**src/rtl/dctq_pkg.sv**
```systemverilog
// Shared constants, zigzag table and read-FSM state type for the DCTQ zigzag/RLE stage.
// DC_DIFF_EN widens levels by one bit for DC differential coding.
package dctq_pkg;

    localparam int RUN_W = 4;
    localparam logic [RUN_W-1:0] ZRL_RUN = RUN_W'(15);

`ifdef DC_DIFF_EN
    localparam int DC_DIFF_W = 1;
`else
    localparam int DC_DIFF_W = 0;
`endif

    typedef enum logic [1:0] {
        ST_IDLE,
        ST_SCAN,
        ST_FLUSH_ZRL,
        ST_EOB
    } rd_state_t;

    // zigzag scan index -> row-major address
    localparam logic [5:0] ZZ_TABLE [64] = '{
        6'd0,  6'd1,  6'd8,  6'd16, 6'd9,  6'd2,  6'd3,  6'd10,
        6'd17, 6'd24, 6'd32, 6'd25, 6'd18, 6'd11, 6'd4,  6'd5,
        6'd12, 6'd19, 6'd26, 6'd33, 6'd40, 6'd48, 6'd41, 6'd34,
        6'd27, 6'd20, 6'd13, 6'd6,  6'd7,  6'd14, 6'd21, 6'd28,
        6'd35, 6'd42, 6'd49, 6'd56, 6'd57, 6'd50, 6'd43, 6'd36,
        6'd29, 6'd22, 6'd15, 6'd23, 6'd30, 6'd37, 6'd44, 6'd51,
        6'd58, 6'd59, 6'd52, 6'd45, 6'd38, 6'd31, 6'd39, 6'd46,
        6'd53, 6'd60, 6'd61, 6'd54, 6'd47, 6'd55, 6'd62, 6'd63
    };

endpackage

```
**src/rtl/dctq_zigzag_rom.sv**
```systemverilog
// Combinational zigzag ROM: scan index -> row-major coefficient address.
module dctq_zigzag_rom
    import dctq_pkg::*;
(
    input  logic [5:0] idx,
    output logic [5:0] addr
);

    assign addr = ZZ_TABLE[idx];

endmodule

```
**src/rtl/dctq_zigzag_rle.sv**
```systemverilog
// Ping-pong block buffer, zigzag rescan and (run, level) tokenizer after the DCTQ core.
// Optional macro DC_DIFF_EN: DC level emitted as difference to previous accepted DC.
module dctq_zigzag_rle
    import dctq_pkg::*;
#(
    parameter  int COEF_W = 9,
    localparam int LVL_W  = COEF_W + DC_DIFF_W
) (
    input  logic              clk,
    input  logic              reset,
    input  logic [COEF_W-1:0] dctq1,
    input  logic              dctq_valid,
    input  logic [5:0]        addr,
    output logic              hold,
    output logic              ovf,
    output logic              rle_valid,
    input  logic              rle_ready,
    output logic [RUN_W-1:0]  rle_run,
    output logic [LVL_W-1:0]  rle_level,
    output logic              rle_eob
);

    logic signed [COEF_W-1:0] mem [2][64];
    logic [1:0]               full, full_next;
    logic                     wbank, rbank;
    rd_state_t                state;
    logic [5:0]               idx, zz_addr;
    logic [RUN_W-1:0]         run;
    logic [1:0]               zrl;
    logic signed [COEF_W-1:0] coef;
    logic signed [LVL_W-1:0]  coef_ext, dc_level;
    logic                     advance, wr_en, fill, rel_bank;

    dctq_zigzag_rom u_rom (
        .idx  (idx),
        .addr (zz_addr)
    );

    assign coef     = mem[rbank][zz_addr];
    assign coef_ext = LVL_W'(coef);
    assign advance  = !rle_valid || rle_ready;
    assign wr_en    = dctq_valid && !hold;
    assign fill     = wr_en && (addr == 6'd63);
    assign rel_bank = (state == ST_EOB) && rle_valid && rle_eob && rle_ready;

`ifdef DC_DIFF_EN
    logic signed [LVL_W-1:0] dc_pred;
    logic                    out_dc;

    assign dc_level = coef_ext - dc_pred;

    // rle_level holds DC - dc_pred, so adding it back recovers the raw DC
    always_ff @(posedge clk or posedge reset) begin
        if (reset) begin
            dc_pred <= '0;
            out_dc  <= 1'b0;
        end else begin
            if (advance)
                out_dc <= (state == ST_SCAN) && (idx == '0);
            if (rle_valid && rle_ready && out_dc)
                dc_pred <= dc_pred + rle_level;
        end
    end
`else
    assign dc_level = coef_ext;
`endif

    always_ff @(posedge clk) begin
        if (wr_en)
            mem[wbank][addr] <= dctq1;
    end

    // fill and release always hit opposite banks, so both apply in the same cycle
    always_comb begin
        full_next = full;
        if (fill)
            full_next[wbank] = 1'b1;
        if (rel_bank)
            full_next[rbank] = 1'b0;
    end

    always_ff @(posedge clk or posedge reset) begin
        if (reset) begin
            full  <= '0;
            hold  <= 1'b0;
            ovf   <= 1'b0;
            wbank <= 1'b0;
        end else begin
            full <= full_next;
            hold <= &full_next;
            ovf  <= ovf || (dctq_valid && hold);
            if (fill)
                wbank <= !wbank;
        end
    end

    always_ff @(posedge clk or posedge reset) begin
        if (reset) begin
            state     <= ST_IDLE;
            rbank     <= 1'b0;
            idx       <= '0;
            run       <= '0;
            zrl       <= '0;
            rle_valid <= 1'b0;
            rle_run   <= '0;
            rle_level <= '0;
            rle_eob   <= 1'b0;
        end else begin
            case (state)
                ST_IDLE: begin
                    if (full[rbank]) begin
                        state <= ST_SCAN;
                        idx   <= '0;
                        run   <= '0;
                        zrl   <= '0;
                    end
                end
                ST_SCAN: begin
                    if (advance) begin
                        if (idx == '0) begin
                            rle_valid <= 1'b1;
                            rle_eob   <= 1'b0;
                            rle_run   <= '0;
                            rle_level <= dc_level;
                            idx       <= 6'd1;
                        end else if (coef == '0) begin
                            rle_valid <= 1'b0;
                            if (idx == 6'd63) begin
                                state <= ST_EOB;
                            end else begin
                                idx <= idx + 6'd1;
                                if (run == ZRL_RUN) begin
                                    zrl <= zrl + 2'd1;
                                    run <= '0;
                                end else begin
                                    run <= run + 1'b1;
                                end
                            end
                        end else if (zrl != '0) begin
                            rle_valid <= 1'b0;
                            state     <= ST_FLUSH_ZRL;
                        end else begin
                            rle_valid <= 1'b1;
                            rle_eob   <= 1'b0;
                            rle_run   <= run;
                            rle_level <= coef_ext;
                            run       <= '0;
                            if (idx == 6'd63)
                                state <= ST_EOB;
                            else
                                idx <= idx + 6'd1;
                        end
                    end
                end
                ST_FLUSH_ZRL: begin
                    if (advance) begin
                        rle_valid <= 1'b1;
                        rle_eob   <= 1'b0;
                        rle_run   <= ZRL_RUN;
                        rle_level <= '0;
                        zrl       <= zrl - 2'd1;
                        if (zrl == 2'd1)
                            state <= ST_SCAN;
                    end
                end
                ST_EOB: begin
                    if (!rle_eob) begin
                        if (advance) begin
                            rle_valid <= 1'b1;
                            rle_eob   <= 1'b1;
                            rle_run   <= '0;
                            rle_level <= '0;
                        end
                    end else if (rle_ready) begin
                        rle_valid <= 1'b0;
                        rle_eob   <= 1'b0;
                        rbank     <= !rbank;
                        state     <= ST_IDLE;
                    end
                end
                default: state <= ST_IDLE;
            endcase
        end
    end

endmodule

```
**config.mk**
```make
export PLATFORM = sky130hd
export DESIGN_NAME = dctq_zigzag_rle
export DESIGN_NICKNAME = d
export VERILOG_FILES = /design/src/rtl/dctq_pkg.sv /design/src/rtl/dctq_zigzag_rom.sv /design/src/rtl/dctq_zigzag_rle.sv
export SDC_FILE = /design/constraint.sdc
export NUM_CORES = 1
export LEC_CHECK = 0
export BUFFER_PORTS_ARGS = -buffer_cell sky130_fd_sc_hd__buf_2
export CAP_MARGIN = 20
export CELL_PAD_IN_SITES_DETAIL_PLACEMENT = 0
export CELL_PAD_IN_SITES_GLOBAL_PLACEMENT = 1
export CORE_ASPECT_RATIO = 0.8
export CORE_MARGIN = 5
export CORE_UTILIZATION = 45
export CTS_BUF_LIST = sky130_fd_sc_hd__clkbuf_8
export CTS_CLUSTER_SIZE = 12
export DETAILED_ROUTE_END_ITERATION = 12
export PLACE_DENSITY_LB_ADDON = 0.25
export SYNTH_ARGS = -nofsm -noshare
export SYNTH_HDL_FRONTEND = slang
export SYNTH_HIERARCHICAL = 1
export SYNTH_SLANG_ARGS = --single-unit
```
**constraint.sdc**
```tcl
create_clock -name clk -period 7.2 [get_ports clk]
set_clock_uncertainty 0.1 [all_clocks]
set_input_delay 1.44 -clock clk [delete_from_list [all_inputs] [get_ports clk]]
set_output_delay 1.44 -clock clk [all_outputs]
set_load 0.005 [all_outputs]
```
==> results of run 1 <==
[registers in the layout (all words and copies together), names as in the netlist]
| name | count |
|---|---|
| state | 2 |
| zrl | 2 |
| ovf | 1 |
| idx | 6 |
| full | 2 |
| rle_eob | 1 |
| run | 4 |
| rle_valid | 1 |
| wbank | 1 |
| rle_run | 4 |
| rbank | 1 |
| hold | 1 |
| mem | 1152 |
| rle_level | 9 |
[stage by stage]
step	setup WS [ps]	cell area (µm²)	std cells	hold WS, ps	total power (W)
after global routing	337.2	53000	4011	418.3	0.02195
after floorplan	1592	47340	2273	351.0	0.01336
after detailed placement	825.6	49630	3670	395.1	0.01618
final	684.3	53010	4012	409.6	0.02103
after global placement	973.1	49410	3649	394.7	0.01612
after CTS	791.1	52770	3987	411.5	0.02116
[area by class of cell]
type | instances | area share
multi-input cells | 932 | 0.2117
inverters | 33 | 0.002360
clock buffers | 183 | 0.04752
flip-flops and latches | 1187 | 0.6692
repair buffers | 137 | 0.02417
clock inverters | 134 | 0.01178
diodes | 2 | 0.00009442
well taps | 1404 | 0.03314
[cells in the mapped netlist (6+ instances only)]
cell         n  area, µm²
a21oi_1     22      110.1
a22oi_1      9      67.56
a311oi_1     8      70.07
a31oi_1     11      68.82
and2_1       7      43.79
buf_1       16      60.06
buf_2       56      280.3
clkbuf_1    38      142.6
dfrtp_1     35      875.8
edfxtp_1  1152      34590
ha_1        22      275.3
inv_1       29      108.9
mux2_2      13      146.4
mux2i_1     43      430.4
mux4_2     334       7522
nand2_1     76      285.3
nand2b_1    17      106.4
nand3_1     17      85.08
nand4_1     10      62.56
nor2_1     169      634.4
nor2b_1     12      75.07
nor3_1      23      115.1
o211ai_1    11      82.58
o21ai_0     24      120.1
o22a_1       6      52.55
o22ai_1     19      118.9
[worst max-delay path by stage]
stage,end,slack (ps),cells past startpoint
6_report,rle_level[0],680,17
2_1_floorplan,rle_level[1],1590,21
5_1_grt,rle_level[4],340,17
4_1_cts,rle_level[0],790,17
3_5_place_dp,rle_level[0],830,17
3_3_place_gp,rle_level[1],970,14
[routing by layer]
metal | track usage | vias to the layer above
met5 | 0 | -
met4 | 0.06820 | 6
met3 | 0.06973 | 192
met2 | 0.3176 | 1121
met1 | 0.3108 | 12750
li1 | - | 9881
[cells by family (layout without fill, tap and decap cells)]
| logic type | Yosys count | after routing | synth area share |
|---|---|---|---|
| adder cells (fa/ha/maj) | 22 | 22 | 0.005815 |
| multiplexers | 393 | 393 | 0.1720 |
| AO/OA/AOI/OAI | 155 | 155 | 0.02294 |
| flip-flops | 1187 | 1187 | 0.7493 |
| buffers and inverters | 154 | 487 | 0.01491 |
| XOR/XNOR | 2 | 2 | 0.0003701 |
| other | 0 | 2 | 0 |
| AND/OR/NAND/NOR | 360 | 360 | 0.03471 |
[critical path: cells and delay by family (launching register included)]
family	cells	cell delay, ps
compound gates	4	1140
buf+inv	4	980
flops	1	1010
mux	3	910
simple gates	6	2160
[power groups by stage]
stage | Sequential (W) | Combinational, W | Clock (W)
final | 0.00776 | 0.00828 | 0.00499
after global routing | 0.00777 | 0.00875 | 0.00544
after CTS | 0.00776 | 0.00830 | 0.00510
after floorplan | 0.00786 | 0.00550 | 0
after global placement | 0.00790 | 0.00822 | 0
after detailed placement | 0.00791 | 0.00827 | 0
==> summary.txt, run 1 <==
Outcome
  • Run status: completed

Critical path
  • Worst reg2reg endpoint: rle_level[0]
  • Register-to-register setup slack: approximately 700 ps
  • Critical Path, Cell by Cell: nor2b_4 > a21oi_1 > a2111oi_0 > a311oi_4 > buf_12 > buf_12 > buf_4 > mux4_2 > mux2_2 > o22ai_1 > nor3_1 > or4_1 > nor3_2 > nand4_1 > and3_1 > buf_4 > mux2i_1
  • Critical path origin: idx[2]
  • Crit Path Max Fanout: 49
  • CP endpoint kind: register
  • CP max stage delay: 1010 ps
  • Reg2Reg Launch Point: idx[2]
  • Crit Path Class: register to register
  • Reg2Reg Depth: 17
  • Crit path DAT: ~7000 ps
  • CP Launch Type: register
  • Slowest cell on the critical path: dfrtp_1
  • Required @ worst endpoint: 7860 ps

STA
  • Final setup violation count: 0
  • Hold Fails Final Rpt: 0
  • Final Critical Period: ~6500 ps
  • Fin Setup TNS: 0 ps
  • RSZ-0062 raised after global routing: false
  • Worst slew pin tran: 1144 ps
  • Slew Limit Fails: 0
  • Achievable Freq: between 150 and 200 MHz
  • Slew HR: 0.2343
  • Final period util: 0.9050

Pwr
  • Worst vdd ir: approximately 0.28 mV
  • Comb power frac: 0.394
  • Leak: roughly 17 nW
  • Pint: around 0.014 W
  • Pwr/cell area: 396.8 nW/µm²
  • Sw power: around 0.0072 W
  • Net Sw Frac: 0.3419
  • Reg power frac: 0.369
  • Clk pwr share: 0.237

Clock tree
  • CTS Hold Bufs: 0
  • Clock Latency Late Sink: roughly 840 ps
  • CTS Sinks: about 1200
  • Setup Fix Bufs, Post-CTS: 0
  • CTS tree: built
  • CTS Root Cell: clkbuf_8
  • CTS max path bufs: 3
  • H-tree Lvls: 4
  • Number of CTS-inserted buffers: around 180
  • Reg clk slew, reported paths: roughly 60 ps
  • # resized after CTS: 0

Yosys
  • Synth warn: 6
  • Synth async-reset ratio: 0.02949
  • Post-Syn Instances: 2273
  • Main synth FF type: edfxtp_1
  • EDFF count, synth: about 1200
  • Syn nets: about 2300
  • Mapped cell area: 47340 µm²
  • Mean post-synth cell area: around 21 µm²
  • Sequential element share of the synthesized area: 0.7493
  • Synth Register Bits: 1187
  • Library cells used by synthesis: between 70 and 80

Place
  • Placer Congestion: between 0.8 and 0.9
  • Post-DP HPWL: about 75000 µm
  • Port buffer count: 35

Global routing
  • Pin count of the biggest net entering global routing: ~130
  • Total GRT Usage: 0.2161
  • GRT Residual Overflow: 0
  • Vias in the first global route: 24300
  • Initial antenna violation count: 7
  • First-pass GRT wire length: ~170000 µm

Finish
  • Area grow syn2layout: 11.98%
  • Multi-input combinational cell area: about 11000 µm²
  • Final nets: between 2000 and 3000
  • Fill cells: ~8400
  • Register area: between 30000 and 40000 µm²
  • Commonest non-fill, non-tap cell in the layout: edfxtp_1
  • Layout cells sized above 1: 0.2755
  • Most frequent cells in the layout: 1152 x edfxtp_1, 334 x mux4_2, 184 x clkbuf_8
  • Final Util: 0.5072

Floorplan
  • I/O Pins: 36
  • Die Ht: roughly 300 µm
  • Core Region: 104500 µm²
  • Initial Util: 0.4529
  • FP Rows: about 110
  • Chip Width: approximately 370 µm
  • Die Area: 111800 µm²

Route
  • Vias: between 20000 and 25000
  • Max layer used: met5
  • Met1 wire length: 51540 µm
  • Vias/cell: ~6.0
  • Met2 WL: 54240 µm
  • DRC violations left: 0
  • Initial DRC Count: 2474
  • Antenna-violating nets left: 0
  • Drt wl/cell: ~30 µm
  • Final WL: 120900 µm
  • DR pass1 iterations: 6
  • Met3 Wirelength: 11940 µm

Job
  • Max-cap violations: 0

Worst hold path
  • WHS Path Cells: 1
  • Min-Delay Endpoint: rle_level[3]
  • Min-Delay Path Class: register to register
  • Hold_sp: rle_level[3]
No activity file was read; power rests on OpenSTA's default activity.
==> run 2: changes to the inputs <==
Settings changed: CTS_BUF_LIST sky130_fd_sc_hd__clkbuf_8 to sky130_fd_sc_hd__clkbuf_4.
==> run 2 against run 1 <==
Against the previous run:
- clock power up 6.8%
- design area up 0.62%
- first-iteration DRC count up 10%
- core utilization up 0.32 points
- highest routed layer unchanged
- critical endpoint unchanged
- worst hold slack worse by 63 ps
==> summary.txt, run 2 (same netlist as run 1, synthesis figures left out) <==
Outcome
  • Run status: completed (unchanged)

Finish
  • Area grow syn2layout: 12.68% (was 11.98%)
  • Register area: 35470 µm² (unchanged)
  • Largest Register: mem (unchanged)
  • Fill cells: 8478 (was 8394)
  • Max reg flops: 1152 (unchanged)
  • Most frequent cells in the layout: 1152 x edfxtp_1, 407 x clkbuf_4, 334 x mux4_2 (was 1152 x edfxtp_1, 334 x mux4_2, 184 x clkbuf_8)
  • Final nets: 2640 (was 2511)
  • Layout cells sized above 1: 0.3361 (was 0.2755)
  • Biggest regs: mem: 1152 flops, rle_level: 9 flops, idx: 6 flops (unchanged)
  • Commonest non-fill, non-tap cell in the layout: edfxtp_1 (unchanged)
  • Multi-input combinational cell area: 11220 µm² (unchanged)

Pwr
  • Worst vdd ir: 0.2813 mV (was 0.2797 mV)
  • Leak: 17.02 nW (was 16.77 nW)
  • Pwr/cell area: 400.5 nW/µm² (was 396.8 nW/µm²)
  • Total Power: 0.02136 W (was 0.02103 W)

Critical path
  • Crit path DAT: 7580 ps (was 7180 ps)
  • CP Launch Type: register (unchanged)
  • Crit Path Max Fanout: 49 (unchanged)
  • CP endpoint kind: register (unchanged)
  • Required @ worst endpoint: 8180 ps (was 7860 ps)
  • Crit Path Class: register to register (unchanged)

Clock tree
  • Number of CTS-inserted buffers: 307 (was 179)
  • Clock Latency Late Sink: 1140 ps (was 840 ps)
  • CTS Sinks: 1187 (unchanged)
  • Reg clk slew, reported paths: 80 ps (was 60 ps)
  • H-tree Lvls: 5 (was 4)
  • CTS Hold Bufs: 0 (unchanged)
  • CTS max path bufs: 4 (was 3)
  • Setup Fix Bufs, Post-CTS: 0 (unchanged)
  • CTS tree: built (unchanged)
  • CTS Root Cell: clkbuf_4 (was clkbuf_8)
  • # resized after CTS: 0 (unchanged)

STA
  • Fin Setup TNS: 0 ps (unchanged)
  • Final hold slack: 346.6 ps (was 409.6 ps)
  • Final period util: 0.9156 (was 0.9050)
  • Final setup violation count: 0 (unchanged)
  • RSZ-0062 raised after global routing: false (unchanged)
  • Worst slew pin tran: 1154 ps (was 1144 ps)
  • Slew HR: 0.2281 (was 0.2343)
  • Final Critical Period: 6592 ps (was 6516 ps)
  • Slew Limit Fails: 0 (unchanged)
  • Hold Fails Final Rpt: 0 (unchanged)
  • Achievable Freq: 151.7 MHz (was 153.5 MHz)

Floorplan
  • Core Region: 104500 µm² (unchanged)
  • Initial Util: 0.4529 (unchanged)
  • FP Rows: 106 (unchanged)
  • Die Area: 111800 µm² (unchanged)
  • Chip Width: 372.6 µm (unchanged)
  • Die Ht: 300.1 µm (unchanged)
  • I/O Pins: 36 (unchanged)

Route
  • Final WL: 121700 µm (was 120900 µm)
  • Antenna-violating nets left: 0 (unchanged)
  • Vias: 24690 (was 23950)
  • Initial DRC Count: 2726 (was 2474)
  • Drt wl/cell: 29.10 µm (was 30.13 µm)
  • Vias/cell: 5.906 (was 5.969)
  • DRC violations left: 0 (unchanged)
  • DR pass1 iterations: 6 (unchanged)

Global routing
  • Initial antenna violation count: 7 (unchanged)
  • Pin count of the biggest net entering global routing: 129 (unchanged)
  • GRT Residual Overflow: 0 (unchanged)
  • First-pass GRT wire length: 176200 µm (was 174200 µm)
  • Vias in the first global route: 25410 (was 24300)
  • Total GRT Usage: 0.2179 (was 0.2161)

Place
  • Placer Congestion: 0.8528 (unchanged)
  • Post-DP HPWL: 74890 µm (unchanged)
  • Port buffer count: 35 (unchanged)

Worst hold path
  • Min-Delay Path Class: input pin to asynchronous set/reset pin (was register to register)

Job
  • Max-cap violations: 0 (unchanged)
run 2: changes by cell type in the layout (fill, tap and decap cells not counted), sizes merged:
cell and delta:
clkbuf +225, bufinv +2, diode +5, clkinv -1
inv -59, clkinvlp -3
run 2: final cells by class:
type / instances / share of cell area
flip-flops and latches: 1187 / 0.6651
multi-input cells: 932 / 0.2104
clock buffers: 407 / 0.05728
well taps: 1404 / 0.03294
repair buffers: 138 / 0.02435
clock inverters: 73 / 0.007272
inverters: 33 / 0.002346
diodes: 7 / 0.0003284
run 2: critical path, cell delays in order (launching register included):
cell and delay (ps):
dfrtp_1 1000, nor2b_4 330, a21oi_1 60, a2111oi_0 900, a311oi_4 100, buf_12 220, buf_12 180, buf_4 330
mux4_2 450, mux2_2 290, o22ai_1 150, nor3_1 80, or4_1 660, nor3_2 410, nand4_1 210, and3_1 410
buf_4 250, mux2i_1 170
run 2: final timing paths:
path | start | endpoint | slack (ps) | cells after the start
max in group asynchronous | reset | rbank | 6020 | 2
setup reg to reg | idx[2] | rle_level[0] | 610 | 17
hold / removal | reset | ovf | 350 | 2
hold reg to reg | rle_level[3] | rle_level[3] | 410 | 1
setup / recovery | idx[2] | rle_level[0] | 610 | 17
min in group clk | rle_level[3] | rle_level[3] | 410 | 1
run 2: layer usage:
layer / GRT usage / part of all wire / up-vias / routed length (µm)
li1: - / - / 10300 / -
met1: 0.3069 / 0.42 / 12990 / 51000
met5: 0 / 0.00018 / - / 22
met4: 0.07799 / 0.026 / 4 / 3182
met2: 0.3197 / 0.45 / 1185 / 54900
met3: 0.07431 / 0.10 / 212 / 12580
run 2: stage by stage:
| step | cell area, µm² | setup WS (ps) | instances | util |
|---|---|---|---|---|
| 6_report | 53340 | 607.6 | 4181 | 0.5104 |
| 5_1_grt | 53330 | 352.8 | 4179 | 0.5103 |
| 4_1_cts | 53070 | 794.6 | 4150 | 0.5078 |
| 3_5_place_dp | 49630 | 825.6 | 3670 | 0.4748 |
| 3_3_place_gp | 49410 | 973.1 | 3649 | 0.4728 |
| 2_1_floorplan | 47340 | 1592 | 2273 | - |
run 2: where the power goes:
| group | switching (W) | internal, W |
|---|---|---|
| clock | 0.00259 | 0.00274 |
| combinational | 0.00452 | 0.00375 |
| sequential | 0.0000943 | 0.00766 |
| total | 0.00721 | 0.0142 |
